## config.mk

```make
export PLATFORM = sky130hd
export DESIGN_NAME = lvds_pll_seq
export DESIGN_NICKNAME = d
export VERILOG_FILES = /design/src/rtl/lvds_pll_seq_pkg.sv /design/src/rtl/lvds_pll_seq_bit_sync.sv /design/src/rtl/lvds_pll_seq.sv
export SDC_FILE = /design/constraint.sdc
export NUM_CORES = 1
export LEC_CHECK = 0
export CAP_MARGIN = 20
export CORE_ASPECT_RATIO = 0.8
export CORE_MARGIN = 2
export CORE_UTILIZATION = 52
export DETAILED_ROUTE_END_ITERATION = 12
export PLACE_DENSITY = 0.71
export SYNTH_ARGS = -nofsm -noshare
export SYNTH_HDL_FRONTEND = slang
export SYNTH_HIERARCHICAL = 1
export SYNTH_SLANG_ARGS = --single-unit
```

## constraint.sdc

```tcl
create_clock -name I_clk -period 1.84 [get_ports I_clk]
set_input_delay 0.276 -clock I_clk [delete_from_list [all_inputs] [get_ports I_clk]]
set_output_delay 0.276 -clock I_clk [all_outputs]
set_load 0.03 [all_outputs]
```

## src/rtl/lvds_pll_seq_pkg.sv

```systemverilog
// Shared definitions for the LVDS receive PLL sequencer.
//  - state_t : FSM state encoding (RESET, WAIT_LOCK, STABLE, RUN, FAIL)
//  - *_DEF   : default timing constants
//  - cnt_w() : bits needed to hold a counter that counts up to v
package lvds_pll_seq_pkg;

  typedef enum logic [2:0] {
    RESET     = 3'd0,
    WAIT_LOCK = 3'd1,
    STABLE    = 3'd2,
    RUN       = 3'd3,
    FAIL      = 3'd4
  } state_t;

  localparam int RST_CYC_DEF      = 200;
  localparam int LOCK_TIMEOUT_DEF = 4096;
  localparam int STABLE_CYC_DEF   = 64;
  localparam int MAX_RETRY_DEF    = 3;
  localparam int LOSS_FILT_DEF    = 4;

  function automatic int cnt_w(input int v);
    return (v < 1) ? 1 : $clog2(v + 1);
  endfunction

endpackage

```

## src/rtl/lvds_pll_seq_bit_sync.sv

```systemverilog
// Two-flop synchroniser for a single asynchronous level.
//  clk : destination clock
//  rst : synchronous active-high reset (both flops cleared)
//  d   : asynchronous input
//  q   : synchronised output, two clk cycles behind d
module lvds_pll_seq_bit_sync (
  input  logic clk,
  input  logic rst,
  input  logic d,
  output logic q
);

  logic meta;

  always_ff @(posedge clk) begin
    if (rst) begin
      meta <= 1'b0;
      q    <= 1'b0;
    end else begin
      meta <= d;
      q    <= meta;
    end
  end

endmodule

```

## src/rtl/lvds_pll_seq.sv

```systemverilog
// Power-up / recovery sequencer for the LVDS receive PLL.
// Holds the PLL in reset, waits for a filtered lock, and only then releases
// the downstream receive reset. Restarts on loss of lock, on lock timeout
// (up to MAX_RETRY attempts, then sticky fail) or on I_relock.
//
// Ports:
//  I_clk        in   reference clock
//  I_rst        in   synchronous active-high reset
//  I_pll_lock   in   raw PLL lock (asynchronous)
//  I_relock     in   one-cycle restart request
//  O_pll_rst    out  PLL reset
//  O_rx_rst     out  downstream receive reset (low only in RUN)
//  O_ready      out  high only in RUN
//  O_fail       out  sticky: retries exhausted
//  O_retry_cnt  out  failed attempts in the current sequence
//  O_relock_cnt out  saturating count of lock losses seen in RUN
//
// Build option: define PLL_LOSS_FILTER_EN to require LOSS_FILT consecutive
// low lock cycles in RUN before declaring loss; otherwise the first low
// cycle counts as loss.
module lvds_pll_seq
  import lvds_pll_seq_pkg::*;
#(
  parameter int RST_CYC      = RST_CYC_DEF,
  parameter int LOCK_TIMEOUT = LOCK_TIMEOUT_DEF,
  parameter int STABLE_CYC   = STABLE_CYC_DEF,
  parameter int MAX_RETRY    = MAX_RETRY_DEF,
  parameter int LOSS_FILT    = LOSS_FILT_DEF
) (
  input  logic       I_clk,
  input  logic       I_rst,
  input  logic       I_pll_lock,
  input  logic       I_relock,
  output logic       O_pll_rst,
  output logic       O_rx_rst,
  output logic       O_ready,
  output logic       O_fail,
  output logic [3:0] O_retry_cnt,
  output logic [7:0] O_relock_cnt
);

`ifdef PLL_LOSS_FILTER_EN
  localparam bit FILT_ON = 1'b1;
`else
  localparam bit FILT_ON = 1'b0;
`endif
  // With the filter off a threshold of one low cycle gives immediate loss,
  // so RUN uses the same counter path either way.
  localparam int LOSS_N = FILT_ON ? LOSS_FILT : 1;

  localparam int RW = cnt_w(RST_CYC);
  localparam int TW = cnt_w(LOCK_TIMEOUT);
  localparam int SW = cnt_w(STABLE_CYC);
  localparam int FW = cnt_w(LOSS_N);

  state_t        state;
  logic [RW-1:0] rst_cnt;
  logic [TW-1:0] wait_cnt;
  logic [SW-1:0] stab_cnt;
  logic [FW-1:0] filt_cnt;
  logic          lock_s;
  logic [3:0]    retry_nxt;

  lvds_pll_seq_bit_sync u_lock_sync (
    .clk (I_clk),
    .rst (I_rst),
    .d   (I_pll_lock),
    .q   (lock_s)
  );

  assign retry_nxt = O_retry_cnt + 4'd1;

  // Outputs are registered alongside the state they belong to, so each
  // output changes on the same edge the state changes.
  always_ff @(posedge I_clk) begin
    if (I_rst) begin
      state        <= RESET;
      rst_cnt      <= '0;
      wait_cnt     <= '0;
      stab_cnt     <= '0;
      filt_cnt     <= '0;
      O_pll_rst    <= 1'b1;
      O_rx_rst     <= 1'b1;
      O_ready      <= 1'b0;
      O_fail       <= 1'b0;
      O_retry_cnt  <= '0;
      O_relock_cnt <= '0;
    end else if (I_relock) begin
      // restart from scratch; the loss history is kept
      state       <= RESET;
      rst_cnt     <= '0;
      wait_cnt    <= '0;
      stab_cnt    <= '0;
      filt_cnt    <= '0;
      O_pll_rst   <= 1'b1;
      O_rx_rst    <= 1'b1;
      O_ready     <= 1'b0;
      O_fail      <= 1'b0;
      O_retry_cnt <= '0;
    end else begin
      case (state)
        RESET: begin
          if (rst_cnt == RW'(RST_CYC - 1)) begin
            state     <= WAIT_LOCK;
            rst_cnt   <= '0;
            wait_cnt  <= '0;
            O_pll_rst <= 1'b0;
          end else begin
            rst_cnt <= rst_cnt + 1'b1;
          end
        end
        WAIT_LOCK: begin
          if (lock_s) begin
            state    <= STABLE;
            wait_cnt <= '0;
            stab_cnt <= '0;
          end else if (wait_cnt == TW'(LOCK_TIMEOUT - 1)) begin
            wait_cnt    <= '0;
            O_retry_cnt <= retry_nxt;
            O_pll_rst   <= 1'b1;
            if (retry_nxt == 4'(MAX_RETRY)) begin
              state  <= FAIL;
              O_fail <= 1'b1;
            end else begin
              state   <= RESET;
              rst_cnt <= '0;
            end
          end else begin
            wait_cnt <= wait_cnt + 1'b1;
          end
        end
        STABLE: begin
          if (!lock_s) begin
            // not a failed attempt: go back and wait with a fresh timer
            state    <= WAIT_LOCK;
            wait_cnt <= '0;
            stab_cnt <= '0;
          end else if (stab_cnt == SW'(STABLE_CYC - 1)) begin
            state       <= RUN;
            stab_cnt    <= '0;
            filt_cnt    <= '0;
            O_rx_rst    <= 1'b0;
            O_ready     <= 1'b1;
            O_retry_cnt <= '0;
          end else begin
            stab_cnt <= stab_cnt + 1'b1;
          end
        end
        RUN: begin
          if (lock_s) begin
            filt_cnt <= '0;
          end else if (filt_cnt == FW'(LOSS_N - 1)) begin
            state     <= RESET;
            rst_cnt   <= '0;
            filt_cnt  <= '0;
            O_pll_rst <= 1'b1;
            O_rx_rst  <= 1'b1;
            O_ready   <= 1'b0;
            if (O_relock_cnt != 8'hFF) O_relock_cnt <= O_relock_cnt + 8'd1;
          end else begin
            filt_cnt <= filt_cnt + 1'b1;
          end
        end
        FAIL: begin
          // parked until I_rst or I_relock
        end
        default: begin
          state     <= RESET;
          rst_cnt   <= '0;
          O_pll_rst <= 1'b1;
          O_rx_rst  <= 1'b1;
          O_ready   <= 1'b0;
        end
      endcase
    end
  end

endmodule
```

Yosys cells after proc, flatten, opt, wreduce, memory -nomap -nowiden --
Index checks and enable logic that the tools add are counted.
Operators by class: bitwise logic cells 6, multiplexer cells 47, add/subtract/negate cells 6, reductions and logical operators 17, equal/unequal tests 21
Operator list (number):
- 13-bit two-way mux | 4
- 8-bit two-way mux | 6
- 13-bit case mux with 3 select lines | 1
- 8-bit case mux with 4 select lines | 1
- 3-bit two-way mux | 8
- 7-bit two-way mux | 3
- 6-bit AND reduction | 3
- 8-bit by 1-bit adder with 8-bit output, second input constant | 2
- 4-bit two-way mux | 4
- 2-bit != test, second input constant | 8
- 3-bit case mux with 5 select lines | 1
- 5-bit AND reduction | 3
- 7-bit case mux with 2 select lines | 1
- 13-bit by 1-bit adder with 13-bit output, second input constant | 1
- 13-bit by 12-bit == test with 1-bit output, second input constant | 1
- 1-bit two-way mux | 13
- 8-bit == test, second input constant | 1
- 8-bit != test, second input constant | 1
- 4-bit case mux with 2 select lines | 1
- 7-bit by 1-bit adder with 7-bit output, second input constant | 1
- 7-bit by 6-bit == test with 1-bit output, second input constant | 1
- 3-bit by 2-bit == test with 1-bit output, second input constant | 2
- 1-bit NOT | 6
- 1-bit case mux with 3 select lines | 2
- 18 further kinds | 22
Word-level totals: logic and storage cells 110, bits in registers 50, bits of input ports 4, output and inout bits 16

Longest topological paths before layout --
depth after elaboration 6, gate-level depth with buffers 7, mapped depth without buffers 6

By module --
Netlist, hierarchy kept.
By module, submodules not included:
- lvds_pll_seq | seq. area each 940.9 um2, area each 2404.8 um2, cells an instance 294, times used 1
- lvds_pll_seq_bit_sync | seq. area each 40.0 um2, area each 52.6 um2, cells an instance 4, times used 1

Worst setup path after synthesis --
OpenSTA, ideal clock, no wires.
path type register to register, from register stab_cnt[0], to register state[2], cell stages (with the launch flop) 7, period minus slack after synthesis 1906 ps, path buffers 0, required time 1769 ps, data arrival time 1835 ps, path slack -66 ps, setup time 71 ps, cells stage by stage dfxtp_1 -> ha_1 -> nand3_1 -> o31ai_1 -> nand3_1 -> or4_1 -> a21oi_1
Between the ends: word-level cells in the longest chain between the ends 3
Ends and longest elaborated chain:
- start: declaration | line lvds_pll_seq.sv:59 | logic [SW-1:0] stab_cnt;
- start signal: assignment | line lvds_pll_seq.sv:146 | stab_cnt <= stab_cnt + 1'b1;
- 7-bit by 6-bit == test with 1-bit output | line lvds_pll_seq.sv:138 | end else if (stab_cnt == SW'(STABLE_CYC - 1)) begin
- 3-bit != test (no source line)
- 6-bit AND reduction (no source line)
- end signal: assignment | line lvds_pll_seq.sv:135 | state <= WAIT_LOCK;
- end signal: assignment | line lvds_pll_seq.sv:139 | state <= RUN;
- end signal: assignment | line lvds_pll_seq.sv:153 | state <= RESET;
- end: declaration | line lvds_pll_seq.sv:56 | state_t state;
No other way between the ends. A chain may end at the register's enable or synchronous reset.

Final worst setup path --
from register wait_cnt[1], to register state[0]
Between the ends: word-level cells in the longest chain between the ends 3
Ends and longest elaborated chain:
- start: declaration | line lvds_pll_seq.sv:58 | logic [TW-1:0] wait_cnt;
- start signal: assignment | line lvds_pll_seq.sv:129 | wait_cnt <= wait_cnt + 1'b1;
- 13-bit by 12-bit == test with 1-bit output | line lvds_pll_seq.sv:117 | end else if (wait_cnt == TW'(LOCK_TIMEOUT - 1)) begin
- 3-bit by 2-bit != test with 1-bit output (no source line)
- 6-bit AND reduction (no source line)
- end signal: assignment | line lvds_pll_seq.sv:114 | state <= STABLE;
- end signal: assignment | line lvds_pll_seq.sv:122 | state <= FAIL;
- end signal: assignment | line lvds_pll_seq.sv:125 | state <= RESET;
No other way between the ends.

==> results.ini <==
[run_status]
status = complete, but fails checks
violations = setup timing

[clocking]
htreeDepth = 2
cts.clk_slew.worst_paths_ns = 0.09
clk_latency_ns = 0.30
clock_path_buffers = 2
cts_tree = built
cts_sinks = 49
cts_made_buffers = 5
cts-root-buf = clkbuf_8

[finish]
antennaDiodeCount = 0
seqCellArea_um2 = 985
multiInputGateArea_um2 = 1490
area_delta_synth_final_pct = 34.5
final_core_util_pct = 72.3
nets = 371
drive_gt1_share_pct = 25.1
fillCellCount = 358
final_common_cell = buf_4
stdcell_area_um2 = 3310
layout_common_cells = 52 x buf_4, 46 x dfxtp_1, 28 x nor2_1

[worst_setup_path]
critPathLaunch = wait_cnt[1]
rrSetupSlack_ns = -0.02
r2r_end = state[0]
worstSetupPathType = reg2reg
arrival_ns = 2.09
r2r-start = wait_cnt[1]
crit_required_ns = 2.08
cp-start-kind = flop
cp-end-kind = flop
crit_fanout = 7
worst_r2r_path_depth = 7

[placed_design]
hpwl_um = 4540
dpl_cell_area_um2 = 3040
io_buffer_count = 19
gp_congestion = 0.873

[sta]
final.setup.tns_ns = -0.0225
skew_ns = 0.00691
hold_violations = 0
timing.final.crit_period_ns = 1.86
rsz0062_at_grt = true
fin_crit_sh_pct = 101
finalMaxSlewViolations = 0
setup_violations = 2
max_slew_margin_pct = 77.2
max_freq_mhz = 539
setup_ws_ns = -0.0159
worst_pin_slew_ns = 0.341
timing.hold.ws_ns = 0.447

[pwr]
p_leak_uw = 0.00123
power_density_nw_per_um2 = 612
p_seq_share_pct = 52.7
comb_power_share_pct = 2.5
clkPwrFrac_pct = 44.8
power.ir.vdd_worst_uv = 520
p_switching_uw = 398
p_int_uw = 1620
p_sw_share_pct = 19.7

[global_route]
grt_pass1_vias = 2232
gr-total-overflow = 0
grt_pass1_wl_um = 10600
grt_max_degree = 16
antenna_found_initial = 0
grt.total_usage_pct = 25.7

[route]
route.detailed.drc = 0
drt_pre_antenna_iters = 4
totalWireLength_um = 6450
post_drt_wl_per_cell_um = 15.3
routed_via_density = 5.87
drt_iter0_drc = 251
ant_nets = 0
vias = 2477

[floorplan]
die_x_um = 80.9
coreArea_um2 = 4570
die_h_um = 65.5
start_util_pct = 53.8
num_rows = 22
io_pins = 20
dieArea_um2 = 5290

[yosys]
yosys_warnings = 6
async_flop_share_pct = 0
ys_seq_area_share_pct = 39.9
ys.flop_type = dfxtp_1
mappedNetlistNets = 308
synth_edf_count = 0
syn_area_um2 = 2460
syn_avg_cell_area_um2 = 8.25
ys_types = 54
ys_seq_elements = 49
syn_inst = 298

[job]
maxCapViolCount = 0

[hold_path]
worstHoldStart = u_lock_sync/meta
whs_path_depth = 1
hp-class = reg2reg
hold_end = u_lock_sync/q

-- power groups by stage --
stage	registers (uW)	logic [uW]	clock network [uW]
floorplan	1090	22.1	0
global placement	1090	49.3	0
detailed placement	1090	49.5	0
CTS	1070	50.2	917
global route	1070	55.5	963
finish	1070	51.1	906
-- registers in the layout, indices dropped and copies added (netlist names) --
name	count
O_fail	1
u_lock_sync/meta	1
O_retry_cnt	4
state	3
O_ready	1
O_rx_rst	1
wait_cnt	13
O_pll_rst	1
rst_cnt	8
O_relock_cnt	8
stab_cnt	7
u_lock_sync/q	1
-- per-layer routing --
metal  global-route usage [%]  wire length (um)  part of all wire [%]  vias up
met5                        0                 0                     0        -
met4                     7.84                95                   1.5        0
met3                     4.53               352                   5.5       13
met2                     37.4              2790                    43       75
met1                     38.4              3220                    50     1160
li1                         -                 -                     -     1229
-- worst max-delay path by stage --
stage               cells past startpoint         endpoint  slack, ns
global route                            7         state[0]      -0.12
finish                                  7         state[0]      -0.02
global placement                        4     wait_cnt[11]       0.01
CTS                                     4       rst_cnt[2]     0.0005
detailed placement                      6  O_relock_cnt[7]      -0.01
floorplan                               6     wait_cnt[11]      0.004
-- cells in the mapped netlist, types with 5 or more instances --
master    number  area share (%)
dfxtp_1       49              40
and3_1         7             1.8
nand4_1        5             1.3
nand2_1       22             3.4
a21oi_1       24             4.9
o21ai_0       17             3.5
nor3_1         9             1.8
or3_1         10             2.5
ha_1           6             3.1
clkbuf_1      13             2.0
a31oi_1        5             1.3
nor2b_1        5             1.3
nor2_1        28             4.3
nand3_1       23             4.7
-- through the flow --
stage / total power, uW / setup slack (ns) / cells
floorplan: 1110 / 0.00432 / 298
global placement: 1140 / 0.0111 / 410
detailed placement: 1140 / -0.0138 / 410
CTS: 2030 / 0.000538 / 419
global route: 2080 / -0.122 / 422
finish: 2020 / -0.0159 / 422
-- kinds of logic (layout without fill, tap and decap cells) --
group,after synthesis,in the layout,synth area share (%)
AND/OR/NAND/NOR,138,138,30.2
buffers and inverters,19,83,3.36
AO/OA/AOI/OAI,76,76,19.7
adder cells (fa/ha/maj),6,6,3.05
XOR/XNOR,7,7,2.49
flip-flops,49,49,39.9
multiplexers,3,3,1.32
-- worst max-delay path, cell delays in order, from the launching register on --
cell     delay [ns]
dfxtp_2        0.36
ha_4           0.14
nand4_1        0.14
nor4_2         0.30
nor2_1         0.10
buf_6          0.15
or4_1          0.47
a21oi_1        0.13
-- final cells by class --
| type | instances | share of cell area (%) |
|---|---|---|
| clock buffer | 5 | 2.08 |
| clock inverter | 3 | 1.97 |
| inverter | 2 | 0.227 |
| multi-input combinational | 230 | 45.2 |
| sequential | 49 | 29.8 |
| tap | 60 | 2.27 |
| timing repair buffer | 73 | 18.5 |
-- repair_timing --
item	CTS	global route
gates resized for setup	5	21
pin swaps	3	10
setup endpoints to repair	8	23
hold buffers	0	0
buffers inserted	1	3
(Power assumes the default switching activity.)
==> patch (same settings) <==
The option `PLL_LOSS_FILTER_EN` is turned on by a define.
--- a/src/rtl/lvds_pll_seq.sv
+++ b/src/rtl/lvds_pll_seq.sv
@@ -18,6 +18,8 @@
 // Build option: define PLL_LOSS_FILTER_EN to require LOSS_FILT consecutive
 // low lock cycles in RUN before declaring loss; otherwise the first low
 // cycle counts as loss.
+`define PLL_LOSS_FILTER_EN
+
 module lvds_pll_seq
   import lvds_pll_seq_pkg::*;
 #(
Behaviour: same outputs for any inputs over 10 cycles, from zero or initial values and one cycle with I_rst high; that may be too few to reach the edited logic, so the function may still have changed.
==> patch against the unedited design <==
Count of clock-buffer cells in the layout increased by 1. Die area is 9.3% higher. Largest power group unchanged. Sequential cell count grew 3. Power shrank 7.3%. Critical path depth shrank 1. Utilization shrank 1.5 points. Area after synthesis grew 9.8%. Combinational power fell by 11%. Setup slack gained 0.021 ns. Routed wire length decreased by 2.1%. Maximum frequency rose by 1.1%. Highest routed layer unchanged. Design area increased by 7.3%. Cell count is 6.2% higher.
==> patch: results (changes against the unedited design) <==
set qor(worst-r2r-setup-slack_ns) 0.005 ;# +0.02 ns
set qor(grt_pass1_vias) 2303 ;# +3.2%
set qor(gp_routability_congestion) 0.810 ;# -7.3%
set qor(worstPathMaxFanout) 2 ;# -5
set qor(final_layout_size_suffix_gt1_share_pct) 26.7 ;# +1.5 points
set qor(grt_first_pass_wirelength_um) 10300 ;# -3.1%
set qor(hold_path_end) {wait_cnt[12]$_SDFFE_PP0P_}
set qor(timing.rr.start) {filt_cnt[0]$_SDFFE_PP0P_}
set qor(drt_iter0_drc) 139 ;# -45%
set qor(synth_seq_area_share_pct) 38.6 ;# -1.3 points
set qor(leakage_nw) 1.31 ;# +6.0%
set qor(worst-endpoint-arrival_ns) 2.02 ;# -0.07 ns
set qor(finalHoldWorstSlack_ns) 0.437 ;# -0.00963 ns
set qor(reg2reg_depth) 6 ;# -1
set qor(globalRouteTotalUtil_pct) 22.2 ;# -3.5 points
set qor(dp_hpwl_um) 4540 ;# about the same
set qor(post_drt_via_cell_ratio) 5.77 ;# -1.7%
set qor(run_status) {finished, final reports clean}
set qor(tightestPinTransition_ns) 0.687 ;# +0.345 ns
set qor(synth_adder_area_share_pct) 3.25 ;# +0.19 points
set qor(syn_nets) 329 ;# +6.8%
set qor(finClkSkew_ns) 0.0112 ;# +0.00427 ns
set qor(wire_per_inst_um) 14.1 ;# -7.8%
set qor(final_cell_count_no_fill) 448 ;# +6.2%
set qor(synth_xor_xnor_area_share_pct) 1.95 ;# -0.55 points
set qor(cell_count_after_placement) 436 ;# +6.3%
set qor(grt_max_degree) 34 ;# +18
set qor(post_synth_most_frequent_cells) {dfxtp_1, nor2_1, a21oi_1, nand2_1, o21ai_0}
set qor(synth_top_cells_by_area) {dfxtp_1, a21oi_1, a311oi_1}
set qor(netlist_instances) 318 ;# +6.7%
set qor(timing.hold.worst_path_depth) 2 ;# +1
[patch: cell families after synthesis]
| group | Yosys count |
|---|---|
| mux | 4 |
| compound gates | 93 |
| fa+ha+maj | 7 |
| flops | 52 |
| buf+inv | 22 |
| xor+xnor | 6 |
| simple gates | 134 |
[patch: report_power, final]
part | internal (W) | leakage [nW] | switching [W] | total, W
clock network | 0.000308 | 0.0516 | 0.000389 | 0.000697
logic | 0.0000187 | 0.832 | 0.0000268 | 0.0000455
registers | 0.00113 | 0.425 | 0.00000355 | 0.00113
[patch: layer usage]
layer,part of all wire [%],GRT usage (%),vias to the layer above
met1,50,29.9,1225
met4,0.87,7.14,0
met5,0,0,-
li1,-,-,1323
met3,3.4,5.19,5
met2,46,35.6,31
[patch: how the worst max path moves through the flow]
stage	startpoint	to	slack (ns)	depth (start not counted)
after floorplan	filt_cnt[0]$_SDFFE_PP0P_	state[0]$_SDFFE_PP0P_	0.06	6
after global placement	rst_cnt[0]$_SDFFE_PP0P_	wait_cnt[1]$_SDFFE_PP0P_	-0.03	7
after detailed placement	I_relock	O_relock_cnt[7]$_SDFFE_PP0P_	-0.06	6
after CTS	filt_cnt[0]$_SDFFE_PP0P_	state[0]$_SDFFE_PP0P_	0.0007	6
after global routing	u_lock_sync/q$_SDFF_PP0_	O_retry_cnt[1]$_SDFFE_PP0P_	-0.07	6
final	filt_cnt[0]$_SDFFE_PP0P_	state[0]$_SDFFE_PP0P_	0.005	6
[patch: final cells by class]
class | instances | area (um^2)
Clock buffer | 6 | 82.6
Clock inverter | 2 | 13.8
Fill cell | 402 | 1460
Inverter | 9 | 33.8
Multi-Input combinational cell | 244 | 1670
Sequential cell | 52 | 1060
Tap cell | 62 | 77.6
Timing Repair Buffer | 73 | 611
[patch: repair_timing]
item,in CTS,in global routing
gates resized for setup,5,27
pin swaps,2,11
endpoints found under the setup margin,5,28
setup buffers,0,4
[patch: worst max-delay path: stages, from the launching register on]
cell and delay (ns):
dfxtp_2 0.37, ha_4 0.13, or3b_2 0.44, a32oi_2 0.26, nor4b_4 0.24, mux2i_1 0.21
nor2_1 0.05
[patch: per-stage QoR]
stage | setup TNS (ns) | cell area [um^2] | total power [W] | setup slack (ns)
2_1_floorplan | 0 | 2720 | 0.00118 | 0.0595
5_1_grt | -0.219 | 3550 | 0.00195 | -0.0749
4_1_cts | 0 | 3420 | 0.00190 | 0.000694
3_5_place_dp | -0.138 | 3300 | 0.00120 | -0.0558
6_report | 0 | 3550 | 0.00187 | 0.00484
3_3_place_gp | -0.0828 | 3300 | 0.00120 | -0.0321
